[config.mk]
export PLATFORM = sky130hd
export DESIGN_NAME = page_buffer
export DESIGN_NICKNAME = d
export VERILOG_FILES = /design/src/rtl/page_buffer_pkg.sv /design/src/rtl/page_buffer_bank_ram.sv /design/src/rtl/page_buffer.sv
export SDC_FILE = /design/constraint.sdc
export NUM_CORES = 2
export LEC_CHECK = 0
export ABC_CLOCK_PERIOD_IN_PS = 7500
export CORE_UTILIZATION = 50
export DETAILED_ROUTE_END_ITERATION = 10
export PLACE_DENSITY = 0.65
export SKIP_CTS_REPAIR_TIMING = 1
export SLEW_MARGIN = 20
export SYNTH_ARGS = -nofsm -noshare
export SYNTH_HDL_FRONTEND = slang
export SYNTH_SLANG_ARGS = --single-unit
[constraint.sdc]
create_clock -name MCLK -period 7.5 [get_ports MCLK]
set_input_delay 1.5 -clock MCLK [delete_from_list [all_inputs] [get_ports MCLK]]
set_output_delay 1.5 -clock MCLK [all_outputs]
set_load 0.02 [all_outputs]
[src/rtl/page_buffer_pkg.sv]
// Shared definitions for the page_buffer ping-pong buffer.
//   BANKS         - number of storage banks used ping-pong
//   bank_state_e  - life cycle of one bank: FREE -> FILLING -> FULL -> DRAINING -> FREE
package page_buffer_pkg;

    localparam int BANKS = 2;

    typedef enum logic [1:0] {
        BANK_FREE     = 2'd0,
        BANK_FILLING  = 2'd1,
        BANK_FULL     = 2'd2,
        BANK_DRAINING = 2'd3
    } bank_state_e;

endpackage

[src/rtl/page_buffer_bank_ram.sv]
// bank_ram: one 2**AW x DW storage bank, inferred as block RAM.
// Ports:
//   clk     - clock
//   we_i    - write enable; stores wdata_i at waddr_i
//   waddr_i - write address
//   wdata_i - write data
//   re_i    - read enable; rdata_o loads mem[raddr_i] on the next edge
//   raddr_i - read address
//   rdata_o - registered read data, holds while re_i is low
// Contents and the read register are deliberately not reset.
module bank_ram #(
    parameter int DW = 1,
    parameter int AW = 10
) (
    input  logic          clk,
    input  logic          we_i,
    input  logic [AW-1:0] waddr_i,
    input  logic [DW-1:0] wdata_i,
    input  logic          re_i,
    input  logic [AW-1:0] raddr_i,
    output logic [DW-1:0] rdata_o
);

    logic [DW-1:0] mem [2**AW];
    logic [DW-1:0] rdata_q;

    always_ff @(posedge clk) begin
        if (we_i) begin
            mem[waddr_i] <= wdata_i;
        end
        if (re_i) begin
            rdata_q <= mem[raddr_i];
        end
    end

    assign rdata_o = rdata_q;

endmodule

[src/rtl/page_buffer.sv]
// page_buffer: two-bank ping-pong page buffer. The writer fills one bank
// while the reader drains the other; a page closes when the bank is full
// or on WRCOMMIT, after which the banks swap roles.
// Ports:
//   MCLK, nRESET         - clock, asynchronous active-low reset
//   nWRCLKEN, nWE, DIN   - write side enable (active low), strobe, data
//   WRCOMMIT             - close the current write page early
//   nRDCLKEN, nRD        - read side enable (active low), strobe
//   DOUT, DOUT_VALID     - read data (latency 1) and its one-cycle valid
//   RDLAST               - marks the final word of a page
//   WRREADY, RDREADY     - write bank free/filling, read bank full/draining
//   OVERRUN              - sticky: a write was dropped
module page_buffer
    import page_buffer_pkg::*;
#(
    parameter int DW = 1,
    parameter int AW = 10
) (
    input  logic          MCLK,
    input  logic          nRESET,
    input  logic          nWRCLKEN,
    input  logic          nWE,
    input  logic [DW-1:0] DIN,
    input  logic          WRCOMMIT,
    input  logic          nRDCLKEN,
    input  logic          nRD,
    output logic [DW-1:0] DOUT,
    output logic          DOUT_VALID,
    output logic          RDLAST,
    output logic          WRREADY,
    output logic          RDREADY,
    output logic          OVERRUN
);

    localparam logic [AW-1:0] LAST_ADDR = {AW{1'b1}};

    bank_state_e   state_q [BANKS];
    bank_state_e   state_d [BANKS];
    logic [AW:0]   len_q   [BANKS];
    logic [AW:0]   len_d   [BANKS];
    logic          wr_bank_q, wr_bank_d;
    logic          rd_bank_q, rd_bank_d;
    logic [AW-1:0] waddr_q, waddr_d;
    logic [AW-1:0] raddr_q, raddr_d;
    logic          overrun_q;
    logic          dout_valid_q, rdlast_q;
    logic          dout_live_q;   // some read has completed since reset
    logic          dout_sel_q;    // bank whose read register drives DOUT
    logic [DW-1:0] ram_rdata [BANKS];

    logic wr_ready, rd_ready;
    logic wr_acc, wr_drop, wr_close;
    logic rd_acc, rd_last;

    assign wr_ready = (state_q[wr_bank_q] == BANK_FREE) || (state_q[wr_bank_q] == BANK_FILLING);
    assign rd_ready = (state_q[rd_bank_q] == BANK_FULL) || (state_q[rd_bank_q] == BANK_DRAINING);

    assign wr_acc  = !nWRCLKEN && !nWE && wr_ready;
    assign wr_drop = !nWRCLKEN && !nWE && !wr_ready;
    // A commit closes the page if it already holds data or gains a word this cycle.
    assign wr_close = (wr_acc && (waddr_q == LAST_ADDR))
                   || (!nWRCLKEN && WRCOMMIT && wr_ready && ((len_q[wr_bank_q] != '0) || wr_acc));

    assign rd_acc  = !nRDCLKEN && !nRD && rd_ready;
    assign rd_last = ({1'b0, raddr_q} == (len_q[rd_bank_q] - 1'b1));

    // Write and read never touch the same bank: the write bank is FREE/FILLING
    // whenever a write is accepted, the read bank FULL/DRAINING whenever a read is.
    always_comb begin
        state_d   = state_q;
        len_d     = len_q;
        wr_bank_d = wr_bank_q;
        rd_bank_d = rd_bank_q;
        waddr_d   = waddr_q;
        raddr_d   = raddr_q;

        if (wr_acc) begin
            waddr_d            = waddr_q + 1'b1;
            len_d[wr_bank_q]   = len_q[wr_bank_q] + 1'b1;
            state_d[wr_bank_q] = BANK_FILLING;
        end
        if (wr_close) begin
            state_d[wr_bank_q] = BANK_FULL;
            wr_bank_d          = ~wr_bank_q;
            waddr_d            = '0;
        end

        if (rd_acc) begin
            raddr_d            = raddr_q + 1'b1;
            state_d[rd_bank_q] = BANK_DRAINING;
            if (rd_last) begin
                state_d[rd_bank_q] = BANK_FREE;
                len_d[rd_bank_q]   = '0;
                rd_bank_d          = ~rd_bank_q;
                raddr_d            = '0;
            end
        end
    end

    always_ff @(posedge MCLK or negedge nRESET) begin
        if (!nRESET) begin
            for (int i = 0; i < BANKS; i++) begin
                state_q[i] <= BANK_FREE;
                len_q[i]   <= '0;
            end
            wr_bank_q    <= 1'b0;
            rd_bank_q    <= 1'b0;
            waddr_q      <= '0;
            raddr_q      <= '0;
            overrun_q    <= 1'b0;
            dout_valid_q <= 1'b0;
            rdlast_q     <= 1'b0;
            dout_live_q  <= 1'b0;
            dout_sel_q   <= 1'b0;
        end else begin
            state_q      <= state_d;
            len_q        <= len_d;
            wr_bank_q    <= wr_bank_d;
            rd_bank_q    <= rd_bank_d;
            waddr_q      <= waddr_d;
            raddr_q      <= raddr_d;
            overrun_q    <= overrun_q | wr_drop;
            dout_valid_q <= rd_acc;
            rdlast_q     <= rd_acc && rd_last;
            if (rd_acc) begin
                dout_live_q <= 1'b1;
                dout_sel_q  <= rd_bank_q;
            end
        end
    end

    genvar gi;
    generate
        for (gi = 0; gi < BANKS; gi++) begin : g_bank
            bank_ram #(
                .DW (DW),
                .AW (AW)
            ) u_bank_ram (
                .clk     (MCLK),
                .we_i    (wr_acc && (wr_bank_q == 1'(gi))),
                .waddr_i (waddr_q),
                .wdata_i (DIN),
                .re_i    (rd_acc && (rd_bank_q == 1'(gi))),
                .raddr_i (raddr_q),
                .rdata_o (ram_rdata[gi])
            );
        end
    endgenerate

    // Each bank's read register only moves on its own read, so selecting the
    // last-read bank makes DOUT hold between reads; it reads 0 until the first read.
    assign DOUT       = dout_live_q ? ram_rdata[dout_sel_q] : '0;
    assign DOUT_VALID = dout_valid_q;
    assign RDLAST     = rdlast_q;
    assign WRREADY    = wr_ready;
    assign RDREADY    = rd_ready;
    assign OVERRUN    = overrun_q;

endmodule

==> results.json <==
{
  "setup_viol": 0,
  "clockPowerShare_pct": 32.1,
  "period_needed_ns": 4.63,
  "p_sw_share_pct": 30.3,
  "p_int_mw": 21.4,
  "yosysWarnings": 0,
  "area_growth_pct": 8.97,
  "cp.required_ns": 8.08,
  "p_sw_mw": 9.30,
  "arrival_ns": 5.21,
  "routed_wl_mm": 265,
  "synth_compound_area_share_pct": 3.26,
  "drive_gt1_share_pct": 15.4,
  "grt_pass1_wl_mm": 380,
  "setup_tns_ns": 0,
  "period_share_pct": 61.7,
  "synth-edff-count": 2050,
  "final_cell_mix": "nor2_1, edfxtp_1, mux4_2",
  "yosys_register_bits": 2101,
  "drtIter0Drc": 9092,
  "skew_ns": 0.0263,
  "firstDrtPassIters": 8,
  "cts_num_sinks": 2101,
  "critical-path-max-stage-delay_ns": 0.80,
  "cts.reportedPaths.clkPinSlew_ns": 0.06,
  "fin_nets": 6206,
  "power-per-cell-area_nw_per_um2": 308,
  "hold_viol_final": 0,
  "holdPathEnd": "OVERRUN",
  "r2r_slack_ns": 2.87,
  "synth-simple-area-share_pct": 10.9,
  "worst-setup-path-type": "flip-flop to flip-flop",
  "synth.distinct_cells": 82,
  "syn_nets": 6440,
  "grt_antenna_before_repair": 7,
  "whs_ns": 0.461,
  "worstReg2RegStart": "raddr_q[2]",
  "cts_buffers": 206,
  "ios": 14,
  "die_w_um": 430,
  "cpLargestDelayFamily": "compound AO/OA/AOI/OAI gates",
  "crit_top_cell": "buf_4",
  "postRouteAntennaNets": 0,
  "status": "complete, no violations",
  "p_leak_nw": 29.6,
  "slew_headroom_pct": 11.1,
  "num_rows": 156,
  "synth_xor_xnor_area_share_pct": 0.383,
  "rsz0062_at_grt": "false",
  "clock.fmax_ghz": 0.216,
  "globalRouteTotalUtil_pct": 28.6,
  "grt_pass1_vias": 53843,
  "wire_per_inst_um": 30.4,
  "seqPwrFrac_pct": 42.9,
  "ff2ff_path_depth": 10,
  "grt_max_degree": 294,
  "yosys.area_share.adder_pct": 0.109,
  "synth_top_family_by_area": "multiplexers",
  "gp_congestion": 0.875,
  "globalRouteOverflowTotal": 0,
  "layoutNonFillerInstCount": 8725,
  "root_buffer": "clkbuf_16",
  "cap_violations": 0,
  "path_buf_inv": 2,
  "min_from": "OVERRUN",
  "htreeDepth": 4,
  "synth_sequential_area_ratio_pct": 68.6,
  "dp_hpwl_mm": 145,
  "initial_core_util_pct": 50.5,
  "via_count": 56212,
  "synth_mux_area_share_pct": 13.5,
  "ir_worst_vdd_v": 0.000338,
  "mostFrequentLayoutCell": "nor2_1",
  "clockBufferDepth": 3,
  "hold_depth": 2,
  "syn_inst": 6424,
  "numPortBuffers": 13,
  "drc": 0,
  "cts_tree": "yes",
  "synth_ff_type": "edfxtp_1",
  "ys_async_sr_fraction_pct": 2.43,
  "path_cells": "buf_4, nor2b_2, buf_4, a22oi_1, a22o_1, a221oi_1, a21oi_1, or4b_1, o221ai_1, o31ai_1",
  "coreArea_um2": 181000,
  "p_comb_share_pct": 25.0,
  "avgSynthCellArea_um2": 14.2,
  "clk_latency_ns": 0.86,
  "worstPathMaxFanout": 39,
  "rr_endpoint": "g_bank[1].u_bank_ram.rdata_o",
  "syn_area_um2": 91500,
  "endpoint_kind": "flip-flop",
  "hold_class": "flip-flop to flip-flop",
  "place_inst": 8352,
  "die_area_um2": 185000,
  "start_kind": "flip-flop",
  "crit_slowest_cell": "dfrtp_4",
  "die_height_um": 430,
  "worst_pin_slew_ns": 1.32,
  "finalMaxSlewViolations": 0,
  "viasPerCell": 6.44
}
## power by group through the flow
stage | Clock [mW] | Sequential, mW | Combinational (mW)
after floorplan | 0 | 13.2 | 5.24
after global placement | 0 | 13.4 | 7.57
after detailed placement | 0 | 13.4 | 7.58
after CTS | 9.97 | 13.2 | 7.61
after global routing | 10.4 | 13.2 | 8.01
final | 9.86 | 13.2 | 7.70
## layer usage
metal	up-vias	track usage [%]	wire [um]
met5	-	0	0
li1	23095	-	-
met1	29135	40.1	99900
met3	526	6.09	32200
met4	0	11.0	11100
met2	3456	44.2	122000
## worst min-delay path: cells and delay by family, from the launching register on
family	cells	cell delay [ns]
AOI/OAI and AO/OA	1	0.05
DFF	1	0.34
buffers and inverters	1	0.04
## cell type report
class / count / area (um2)
clock inverters: 114 / 893
inverters: 15 / 56.3
fillers: 14458 / 81600
diodes: 4 / 10.0
multi-input cells: 3680 / 25900
flip-flops and latches: 2101 / 62900
repair buffers: 186 / 1650
clock buffers: 255 / 5380
well taps: 2370 / 2970
## metrics by stage
step,instance area (um2),worst slack [ns],total power [mW],utilization [%]
2_1_floorplan,91500,4.19,18.5,-
3_3_place_gp,93400,2.88,21.0,51.5
3_5_place_dp,93500,2.93,21.0,51.5
4_1_cts,99700,2.91,30.7,55.0
5_1_grt,99700,2.73,31.6,55.0
6_report,99700,2.87,30.7,55.0
## synth_stat cells (all sizes together), types with 8 or more instances
library cell  number  share of area (%)
mux2i            234                2.6
o211ai             8              0.066
buf              152                1.2
nor3              38               0.21
a31oi             14              0.096
xor2              20               0.19
nand2b            13              0.089
nand4             12              0.098
a21oi             83               0.45
nand3             51               0.28
nor4              10              0.085
nor3b             10              0.082
a22oi             72               0.59
mux4             434                 11
ha                 8               0.11
xnor2             20               0.19
dfrtp             51                1.4
clkbuf           476                2.0
nand2            182               0.75
and2              18               0.12
edfxtp          2050                 67
nor2b             20               0.14
o221ai            28               0.27
a22o              12               0.11
a211oi            21               0.17
nor2            2131                8.7
mux2              20               0.25
inv               13              0.053
a221oi            44               0.42
o22ai             21               0.14
o21ai             56               0.31
and3              11              0.075
## flip-flops by register name, summed over array words and instances (netlist names), 2 cells and up
name	count
waddr_q	10
g_bank.u_bank_ram.mem	2048
g_bank.u_bank_ram.rdata_o	2
state_q	2
len_q	22
raddr_q	10
## cell families (layout without fill, tap and decap cells)
| group | count (synthesis) | in the layout |
|---|---|---|
| other | 0 | 4 |
| AND/OR/NAND/NOR | 2521 | 2521 |
| adder cells (fa/ha/maj) | 8 | 8 |
| multiplexers | 688 | 688 |
| flip-flops | 2101 | 2101 |
| AO/OA/AOI/OAI | 423 | 423 |
| XOR/XNOR | 40 | 40 |
| buffers and inverters | 643 | 570 |
## how the worst max path moves through the flow
stage	startpoint	to	slack, ns	depth (start not counted)
floorplan	nWRCLKEN	g_bank[0].u_bank_ram.mem[642]	4.19	7
global placement	raddr_q[0]	g_bank[1].u_bank_ram.rdata_o	2.88	8
detailed placement	raddr_q[0]	g_bank[1].u_bank_ram.rdata_o	2.93	8
CTS	raddr_q[0]	g_bank[1].u_bank_ram.rdata_o	2.91	8
global route	raddr_q[0]	g_bank[1].u_bank_ram.rdata_o	2.73	8
finish	raddr_q[2]	g_bank[1].u_bank_ram.rdata_o	2.87	10
(Power assumes the default switching activity.)
